===== config.mk =====
export PLATFORM = sky130hd
export DESIGN_NAME = match_tally
export DESIGN_NICKNAME = d
export VERILOG_FILES = /design/src/rtl/match_tally.sv
export SDC_FILE = /design/constraint.sdc
export NUM_CORES = 1
export LEC_CHECK = 0
export ABC_AREA = 1
export CAP_MARGIN = 20
export CORE_AREA = 3 3 44 76
export CTS_CLUSTER_SIZE = 28
export DETAILED_ROUTE_END_ITERATION = 16
export DIE_AREA = 0 0 47 79
export DONT_BUFFER_PORTS = 1
export GPL_TIMING_DRIVEN = 0
export SYNTH_ARGS = -nofsm -noshare
export SYNTH_HDL_FRONTEND = slang
export SYNTH_SLANG_ARGS = --single-unit

===== constraint.sdc =====
create_clock -name clk -period 3.6 [get_ports clk]
set_input_delay 1.08 -clock clk [delete_from_list [all_inputs] [get_ports clk]]
set_output_delay 1.08 -clock clk [all_outputs]
set_load 0.005 [all_outputs]

===== src/rtl/match_tally.sv =====
// match_tally: rising-edge event counter with threshold alarm and snapshot handshake.
// Define TALLY_SAT_EN for a saturating count; otherwise the count wraps.
module match_tally #(
   parameter int WIDTH = 8
) (
   input  logic             clk,
   input  logic             rst_n,
   input  logic             hit,
   input  logic             clr,
   input  logic [WIDTH-1:0] thresh,
   input  logic             snap_req,
   input  logic             snap_ready,
   output logic             snap_valid,
   output logic [WIDTH-1:0] snap_data,
   output logic [WIDTH-1:0] count,
   output logic             alarm,
   output logic             ovf
);

   localparam logic [WIDTH-1:0] MAXV = '1;

   typedef enum logic {
      IDLE = 1'b0,
      HOLD = 1'b1
   } snap_st_t;

   snap_st_t         st, st_nxt;
   logic             hit_d;
   logic             evt;
   logic             load;
   logic [WIDTH-1:0] cnt_nxt;
   logic             ovf_nxt;

   assign evt = hit & ~hit_d;

   always_comb begin
      cnt_nxt = count;
      ovf_nxt = ovf;
      if (clr) begin
         cnt_nxt = '0;
         ovf_nxt = 1'b0;
      end else if (evt) begin
         if (count == MAXV) begin
            ovf_nxt = 1'b1;
`ifdef TALLY_SAT_EN
            cnt_nxt = count;
`else
            cnt_nxt = '0;
`endif
         end else begin
            cnt_nxt = count + 1'b1;
         end
      end
   end

   always_ff @(posedge clk or negedge rst_n) begin
      if (!rst_n) begin
         hit_d <= 1'b0;
         count <= '0;
         ovf   <= 1'b0;
         alarm <= 1'b0;
      end else begin
         hit_d <= hit;
         count <= cnt_nxt;
         ovf   <= ovf_nxt;
         alarm <= (cnt_nxt >= thresh);
      end
   end

   // Requests seen while holding are dropped, not queued.
   always_comb begin
      st_nxt = st;
      load   = 1'b0;
      unique case (st)
         IDLE: begin
            if (snap_req) begin
               st_nxt = HOLD;
               load   = 1'b1;
            end
         end
         HOLD: begin
            if (snap_ready) st_nxt = IDLE;
         end
         default: st_nxt = IDLE;
      endcase
   end

   always_ff @(posedge clk or negedge rst_n) begin
      if (!rst_n) begin
         st        <= IDLE;
         snap_data <= '0;
      end else begin
         st <= st_nxt;
         if (load) snap_data <= count;
      end
   end

   assign snap_valid = (st == HOLD);

endmodule


==> run_results.csv <==
group,metric,value,unit
cells_and_area,nNetsFinal,156,
critical_path,cp_slowest_cell,"ha_1",
cts,cts_tree,"yes",
critical_path,timing.rr.start,"count[1]",
timing,hold_viol_final,0,
cells_and_area,fin_util,0.433,
cells_and_area,drive_above_1_share,0.144,
cts,cts_buffers,3,
critical_path,slowest_delay,0.29,ns
route,routedWlPerCell,13.8,um
place,port_buffers,0,
timing,max_clock_freq,467,MHz
place,dpl_worst_slack,1.18,ns
power,p_leak,0.000639,uW
die,dieArea,0.00371,mm^2
critical_path,crit_top_cell,"nand2_2",
critical_path,crit_path_end,"alarm",
die,die_h,79,um
die,num_rows,25,
grt,grt_start_max_net_pins,21,
cells_and_area,regArea,500,um^2
power,power_density,369,mW/mm^2
timing,fin_crit_sh,0.594,
timing,drv_slew,0,
logic_synthesis,synth_area_leader_cell,"dfrtp_1",
outcome,outcome,"finished clean",
critical_path,rrSetupSlack,1.56,ns
critical_path,worstSetupPathType,"in -> reg",
timing,tightestPinTransition,0.258,ns
route,avgViaCountPerCell,5.17,
route,drt-initial-drc-count,24,
cts,cts_root_buf,"clkbuf_8",
timing,finalSetupTns,0,ns
cts,clk_pin_slew_worst_paths,0.07,ns
die,fp.dieW,47,um
power,vdd_ir_drop_max,0.117,mV
critical_path,required,3.74,ns
route,wl,2200,um
logic_synthesis,yosys-top-cells-area,"dfrtp_1 (45%), nand2_1 (11%), ha_1 (10%), inv_1 (6.8%), nor2_1 (3.1%)",
cells_and_area,fillCellCount,279,
route,antenna_left,0,
grt,grt_pass1_wl,3750,um
timing,setup_violations,0,
critical_path,cp-end-kind,"register",
critical_path,cp.depth,10,
route,firstDrtPassIters,4,
logic_synthesis,ys_seq_area_frac,0.454,
cells_and_area,post-route-cell-area,0.00119,mm^2
place,routabilityCongestion,0.688,
logic_synthesis,syn-cell-area,0.00110,mm^2
timing,fin_skew,0.00150,ns
critical_path,cp_data_arrival_time,2.28,ns
critical_path,cp_max_fo,4,
grt,grt.total_usage,0.138,
route,vias,822,
die,initial_core_util,0.400,
logic_synthesis,ys.warnings.count,0,
timing,setup_slack,1.46,ns
cts,cts.path.max_buffers,2,
logic_synthesis,synth.net_count,151,
critical_path,timing.critical_path.buf_inv,0,
cts,clk_latency,0.25,ns
timing,fin_crit,2.14,ns
critical_path,reg2reg_to,"alarm",
timing,timing.hold.ws,0.507,ns
logic_synthesis,postSynthAreaPerCell,8.61,um^2
timing,slew_headroom,0.828,
critical_path,reg2reg_depth,11,
cts,clock-sinks,20,
critical_path,startpoint_type,"input port",
critical_path,crit_chain,"nand2_2, nor2_4, nand2_2, nand2_2, nor2_1, ha_1, a21oi_1, nor2_1, nor3_1, nand2_1",
cts,htreeDepth,1,
timing,rsz0062_at_grt,"no",
cts,hold_buffers,0,
cells_and_area,diodes,0,
logic_synthesis,synth-seq-cells,20,
job,maxCapViolCount,0,
cts,cts_resized,0,
route,drcViolationCount,0,
cells_and_area,area_growth,8.06,%
grt,antenna_found_initial,0,
die,coreArea,0.00275,mm^2
die,num_io_pins,33,
cts,cts_setup_buffers,0,
logic_synthesis,syn_inst,128,
critical_path,crit_start,"hit",
logic_synthesis,ys_types,21,
grt,grt_pass1_vias,838,
place,dpl-instance-area,0.00114,mm^2
place,dp_hpwl,1830,um
cells_and_area,multiInputGateArea,507,um^2
hold_path,hp-class,"reg -> reg",
logic_synthesis,synth_top_area_frac,0.454,
critical_path,cp_top_family,"simple AND/OR/NAND/NOR gates",
grt,grt_overflow,0,
==> area by class of cell <==
type	instances	share of cell area
flip-flops and latches	20	0.420
clock buffers	4	0.0462
multi-input cells	83	0.425
inverters	24	0.0756
plain buffers	1	0.00420
well taps	27	0.0284
==> worst reg2reg max path: stages, from the launching register on <==
cell	delay [ns]
dfrtp_1	0.46
ha_1	0.24
nand3_2	0.12
nor2_4	0.16
nand2_2	0.11
nand2_2	0.10
nor2_1	0.07
ha_1	0.29
a21oi_1	0.13
nor2_1	0.05
nor3_1	0.13
nand2_1	0.07
==> per-stage QoR <==
stage          std cells  total power, uW
3_5_place_dp         155              280
4_1_cts              159              448
3_3_place_gp         155              278
5_1_grt              159              462
2_1_floorplan        128              271
6_report             159              439
==> placed cells by master, fill, tap and decap left out, drive strengths merged <==
master / synthesis / layout
clkbuf: 0 / 4
ha: 9 / 9
nor3: 1 / 1
mux2: 3 / 3
nand3: 5 / 5
buf: 1 / 1
nand3b: 1 / 1
xor2: 2 / 2
a21oi: 6 / 6
nand2: 36 / 36
dfrtp: 20 / 20
nor2: 11 / 11
o21ai: 8 / 8
inv: 24 / 24
nand4: 1 / 1
==> flip-flops by register name (all words and copies together) (netlist names) <==
| signal | cells |
|---|---|
| alarm | 1 |
| count | 8 |
| hit_d | 1 |
| ovf | 1 |
| snap_data | 8 |
| snap_valid | 1 |
==> layer usage <==
| layer | part of all wire | track usage |
|---|---|---|
| met1 | 0.36 | 0.147 |
| met2 | 0.57 | 0.251 |
| met3 | 0.056 | 0.0249 |
| met4 | 0.016 | 0.0499 |
| met5 | 0 | 0 |
==> synth_stat cells, drive strengths merged <==
library cell and instances:
a21oi 6, buf 1, dfrtp 20, ha 9, inv 24, mux2 3
nand2 36, nand3 5, nand3b 1, nand4 1, nor2 11, nor3 1
o21ai 8, xor2 2
==> where the power goes <==
part / internal, uW / leakage (uW) / switching [uW]
clock network: 97.1 / 0.0000288 / 68.1
registers: 232 / 0.000272 / 7.53
logic: 13.3 / 0.000338 / 20.8
total: 343 / 0.000639 / 96.4
==> worst min-delay path by stage <==
stage | start | end | slack [ns] | depth (start not counted)
after global placement | snap_data[3] | snap_data[3] | 0.50 | 2
after floorplan | snap_data[3] | snap_data[3] | 0.48 | 2
after CTS | rst_n | count[2] | 0.51 | 0
after global routing | rst_n | count[1] | 0.50 | 0
final | snap_data[3] | snap_data[3] | 0.51 | 2
after detailed placement | snap_data[3] | snap_data[3] | 0.50 | 2
==> kinds of logic after synthesis <==
logic type,after synthesis,share of synthesized area
and+or+nand+nor,55,0.244
buffers and inverters,25,0.0863
DFF,20,0.454
AOI/OAI and AO/OA,14,0.0670
adders and majority gates,9,0.102
muxes,3,0.0306
xor gates and xnor gates,2,0.0159
No activity file was read; power rests on OpenSTA's default activity.
==> patch 1 (same flow settings) <==
Put one more register stage on the output `ovf`, cleared by the reset. The value now appears one clock later. The other outputs are not delayed to match.
--- a/src/rtl/match_tally.sv
+++ b/src/rtl/match_tally.sv
@@ -24,6 +24,8 @@
       HOLD = 1'b1
    } snap_st_t;
 
+   logic ovf_s0;
+
    snap_st_t         st, st_nxt;
    logic             hit_d;
    logic             evt;
@@ -35,7 +37,7 @@
 
    always_comb begin
       cnt_nxt = count;
-      ovf_nxt = ovf;
+      ovf_nxt = ovf_s0;
       if (clr) begin
          cnt_nxt = '0;
          ovf_nxt = 1'b0;
@@ -57,12 +59,12 @@
       if (!rst_n) begin
          hit_d <= 1'b0;
          count <= '0;
-         ovf   <= 1'b0;
+         ovf_s0 <= 1'b0;
          alarm <= 1'b0;
       end else begin
          hit_d <= hit;
          count <= cnt_nxt;
-         ovf   <= ovf_nxt;
+         ovf_s0 <= ovf_nxt;
          alarm <= (cnt_nxt >= thresh);
       end
    end
@@ -97,5 +99,13 @@
 
    assign snap_valid = (st == HOLD);
 
+   always_ff @(posedge clk or negedge rst_n) begin
+      if (!rst_n) begin
+         ovf <= '0;
+      end else begin
+         ovf <= ovf_s0;
+      end
+   end
+
 endmodule
 
Check against the original RTL: no difference found for any inputs over 10 cycles, from zero or initial values and one cycle with rst_n low; that may be too few to reach the edited logic, so the function may still have changed.
==> patch 1 against the original RTL <==
  * Sequential cell count rose by 1
  * Count of clock-buffer cells in the layout unchanged
  * Final area grew 1.3%
  * Largest power group unchanged
  * Total power fell by 0.85%
  * Combinational power shrank 2%
  * Synthesized area rose by 2.3%
  * Sequential share of layout area up 1.6 points
  * Worst setup slack improved by 0.010 ns
  * Routed wire length fell by 0.46%
  * Cell count is 0.63% higher
==> patch 1: results (changes against the original RTL) <==
- The final weighted congestion in routability-driven placement is 0.7781 (was 0.6884).
- The final critical-path share of the clock period is 59.14% (was 59.43%).
- The actual transition at the worst max-transition pin is 0.2309 ns (was 0.2577 ns).
- Outcome: finished, final reports clean (unchanged).
- The global routing usage on met3 is 2.948% (was 2.494%).
- The post-detailed-placement half-perimeter wirelength was 1.771 mm (was 1.832 mm).
- The number of storage elements in the synthesis netlist came to 21 (was 20).
- The count of mapped cells out of synthesis is 129 (was 128).
- The global routing usage summed across all routing layers is 13.38% (was 13.79%).
- The net load switching power is 99.91 uW (was 96.38 uW).
- The fill cell total of the finished layout was 287 (was 279).
- The switching share of total power is 22.95% (was 21.95%).
- Area contributors post-synth: dfrtp_1 (47%), nand2_1 (11%), ha_1 (10%), inv_1 (6.7%), nor2_1 (3.0%) (was dfrtp_1 (45%), nand2_1 (11%), ha_1 (10%), inv_1 (6.8%), nor2_1 (3.1%)).
- The met3 layer wire length in the routed design is 119 um (was 124 um).
- The sink of the worst hold path is ovf (was snap_data[3]).
- The post-layout instance count excluding filler cells is 160 (was 159).
- The leakage component of the power was 0.6467 nW (was 0.6387 nW).
- The global-route met1 utilization came to 14.77% (was 14.69%).
- The worst setup timing slack at the placement stage is 1.180 ns (was 1.183 ns).
- The detailed-route wire length is 2.186 mm (was 2.196 mm).
- The number of DRC markers in iteration 0 came to 6 (was 24).
- The post-detailed-placement cell area came to 1161 um^2 (was 1136 um^2).
- The share of synthesized area occupied by flip-flops and latches is 46.61% (was 45.40%).
- The wire length on met1 is 798 um (was 791 um).
- The part of the total power dissipated in sequential elements was 57.6% (was 54.6%).
- The combinational power is 33.2 uW (was 34.0 uW).
- The first-pass GRT wire length was 3.622 mm (was 3.753 mm).
- The final setup skew is 0.002525 ns (was 0.001495 ns).
- The worst supply voltage drop on vdd came to 0.1541 mV (was 0.1173 mV).
- The total number of vias is 803 (was 822).
[patch 1: cell types whose count changed in the layout (fill, tap and decap cells not counted)]
cell | unedited run | this run
clkbuf_1 | 0 | 1
clkbuf_8 | 4 | 3
dfrtp_1 | 20 | 21
[patch 1: cells by family (layout without fill, tap and decap cells)]
group,after synthesis,in the layout,synth area share (%)
AND/OR/NAND/NOR,55,55,23.86
buffers and inverters,25,29,8.434
flip-flops,21,21,46.61
AO/OA/AOI/OAI,14,14,6.547
adder cells (fa/ha/maj),9,9,9.989
multiplexers,3,3,2.996
XOR/XNOR,2,2,1.554
[patch 1: layout make-up]
type | instances | area [um^2] | share of cell area [%]
inverters | 24 | 90.09 | 7.469
plain buffers | 1 | 5.005 | 0.4149
clock buffers | 4 | 45.04 | 3.734
flip-flops and latches | 21 | 525.5 | 43.57
well taps | 27 | 33.78 | 2.801
multi-input cells | 83 | 506.7 | 42.01
==> patch 2 (same flow settings) <==
Without the edit above. Set the parameter `WIDTH` to 6 (it was 8).
--- a/src/rtl/match_tally.sv
+++ b/src/rtl/match_tally.sv
@@ -1,7 +1,7 @@
 // match_tally: rising-edge event counter with threshold alarm and snapshot handshake.
 // Define TALLY_SAT_EN for a saturating count; otherwise the count wraps.
 module match_tally #(
-   parameter int WIDTH = 8
+   parameter int WIDTH = 6
 ) (
    input  logic             clk,
    input  logic             rst_n,
Interface: changed (resized count, snap_data and thresh); port bits go from 33 to 27. The function was not compared with the original's and may differ.
==> patch 2 against the original RTL <==
  * Register-to-register slack improved by 0.10 ns
  * Sequential cell count shrank 4
  * Fmax is 2.3% higher
  * Utilization shrank 9.0 points
  * Die area did not move
  * Count of clock-buffer cells in the layout did not move
  * Worst setup slack better by 0.048 ns
  * Routed wire length fell by 22%
  * Synthesized area decreased by 22%
  * Final area fell by 21%
  * Combinational power up 7.1%
  * Sequential share of layout area is 0.37 points higher
  * Total power is 11% lower
  * Largest power group unchanged
==> patch 2: results (changes against the original RTL) <==
- Most instantiated cells after synthesis: dfrtp_1 (16), nand2_1 (16), inv_1 (14), o21ai_0 (8), ha_1 (7) (was nand2_1 (32), dfrtp_1 (20), inv_1 (20), ha_1 (9), nor2_1 (9)).
- The depth of the CTS H-tree was 1 (unchanged).
- After clock tree synthesis, the clock-pin slew on the worst setup and hold paths is approximately 0.06 ns.
- Outcome: finished, final reports clean (unchanged).
- The average vias per placed instance is 4.960 (was 5.170).
- The final weighted congestion in routability-driven placement is 0.8369 (was 0.6884).
- The cell with the biggest individual delay on the critical path is ha_1 (unchanged).
- The number of instances resized during post-cts repair is 0 (unchanged).
- The clock latency of the later-clocked register in the worst-skew pair is 0.25 ns (about the same).
- The buffer count from post-CTS setup fixing is 0 (unchanged).
- The relative slew slack is 85.76% (was 82.82%).
- Area contributors post-synth: dfrtp_1 (47%), ha_1 (10%), nand2_1 (7.0%), inv_1 (6.1%), o21ai_0 (4.7%) (was dfrtp_1 (45%), nand2_1 (11%), ha_1 (10%), inv_1 (6.8%), nor2_1 (3.1%)).
- The global routing usage summed across all routing layers is 10.26% (was 13.79%).
- The post-detailed-placement half-perimeter wirelength was 1.400 mm (was 1.832 mm).
- The arrival time at the worst endpoint is 2.21 ns (was 2.28 ns).
- The pin count of the biggest net entering global routing is 17 (was 21).
- The number of buffers inserted by hold repair at cts is 0 (unchanged).
- The number of global-route vias before repair is 632 (was 838).
- The async set or reset register ratio after synthesis was 100.0% (unchanged).
- The detailed-route wire length is 1.717 mm (was 2.196 mm).
- The count of synthesis-stage warnings from yosys was 0 (unchanged).
- The first-pass GRT wire length came to 2.635 mm (was 3.753 mm).
- Regs by FF count: count: 6 flops, snap_data: 6 flops (was count: 8 flops, snap_data: 8 flops).
- The count of cell types in the netlist is 21 (unchanged).
- The final setup skew came to 0.002224 ns (was 0.001495 ns).
- The number of DRC markers in iteration 0 was 3 (was 24).
- The count of buffers inserted at the top-level ports was 0 (unchanged).
- The number of buffers inserted during clock tree synthesis is 3 (unchanged).
- The count of TritonRoute iterations in the first routing pass is 2 (was 4).
- The worst-case clock buffer depth came to 2 (unchanged).
- The share of synthesized area occupied by flip-flops and latches was 46.78% (was 45.40%).
- The largest fanout on the critical path came to 3 (was 4).
- The total number of nets in the final design is 118 (was 156).
- The most used flip-flop cell after synthesis is dfrtp_1 (unchanged).
- The fraction of final layout cells sized beyond drive strength 1 is 20.41% (was 14.39%).
- The initial antenna violation count is 0 (unchanged).
- The leakage component of the power is 0.5000 nW (was 0.6387 nW).
- The net count of the mapped netlist was 113 (was 151).
- The longest individual stage delay on the worst path is 0.25 ns (was 0.29 ns).
- The worst supply voltage drop on vdd was 0.1615 mV (was 0.1173 mV).
- The type of the most critical hold path is reg2reg (unchanged).
-- patch 2: critical path, delay by kind of cell --
| family | cells | cell delay [ns] |
|---|---|---|
| and+or+nand+nor | 7 | 0.63 |
| adders and majority gates | 1 | 0.25 |
| AOI/OAI and AO/OA | 2 | 0.19 |
| buffers and inverters | 1 | 0.04 |
-- patch 2: layout make-up --
type	count	area [um^2]
Sequential cell	16	400.4
Inverter	19	71.32
Clock buffer	4	55.05
Multi-Input combinational cell	58	372.9
Buffer	1	11.26
Fill cell	296	1808
Tap cell	27	33.78
-- patch 2: cells by family after synthesis --
logic type      synth area share [%]
fa+ha+maj                      10.23
flops                          46.78
compound gates                 11.55
mux                            3.070
simple gates                   17.69
buf+inv                        9.649
xor+xnor                       1.024
-- patch 2: final timing paths --
path	cells after the start	slack [ns]	startpoint	endpoint
max in group asynchronous	0	3.01	rst_n	ovf
setup / recovery	11	1.51	hit	alarm
hold / removal	2	0.51	snap_data[0]	snap_data[0]
hold reg to reg	2	0.51	snap_data[0]	snap_data[0]
min in group asynchronous	0	0.52	rst_n	count[0]
setup reg to reg	11	1.66	count[1]	alarm
-- patch 2: per-stage QoR --
step / utilization, % / instance area (um^2) / cells / setup WS [ns]
floorplan: - / 855.8 / 94 / 1.435
global placement: 32.32 / 889.6 / 121 / 1.227
detailed placement: 32.32 / 889.6 / 121 / 1.210
CTS: 34.32 / 944.7 / 125 / 1.476
global route: 34.32 / 944.7 / 125 / 1.372
finish: 34.32 / 944.7 / 125 / 1.508
-- patch 2: power breakdown --
| part | switching (mW) | internal, mW |
|---|---|---|
| Sequential | 0.00856 | 0.189 |
| Clock | 0.0597 | 0.0970 |
| Combinational | 0.0214 | 0.0151 |
| Total | 0.0896 | 0.302 |
-- patch 2: layer usage --
layer	GRT usage, %	vias up	part of all wire, %	wire length (um)
met5	0	-	0	0
met4	7.756	0	3.9	67
met3	2.948	6	5.5	95
met2	19.07	21	57	981
met1	7.799	286	33	573
li1	-	307	-	-
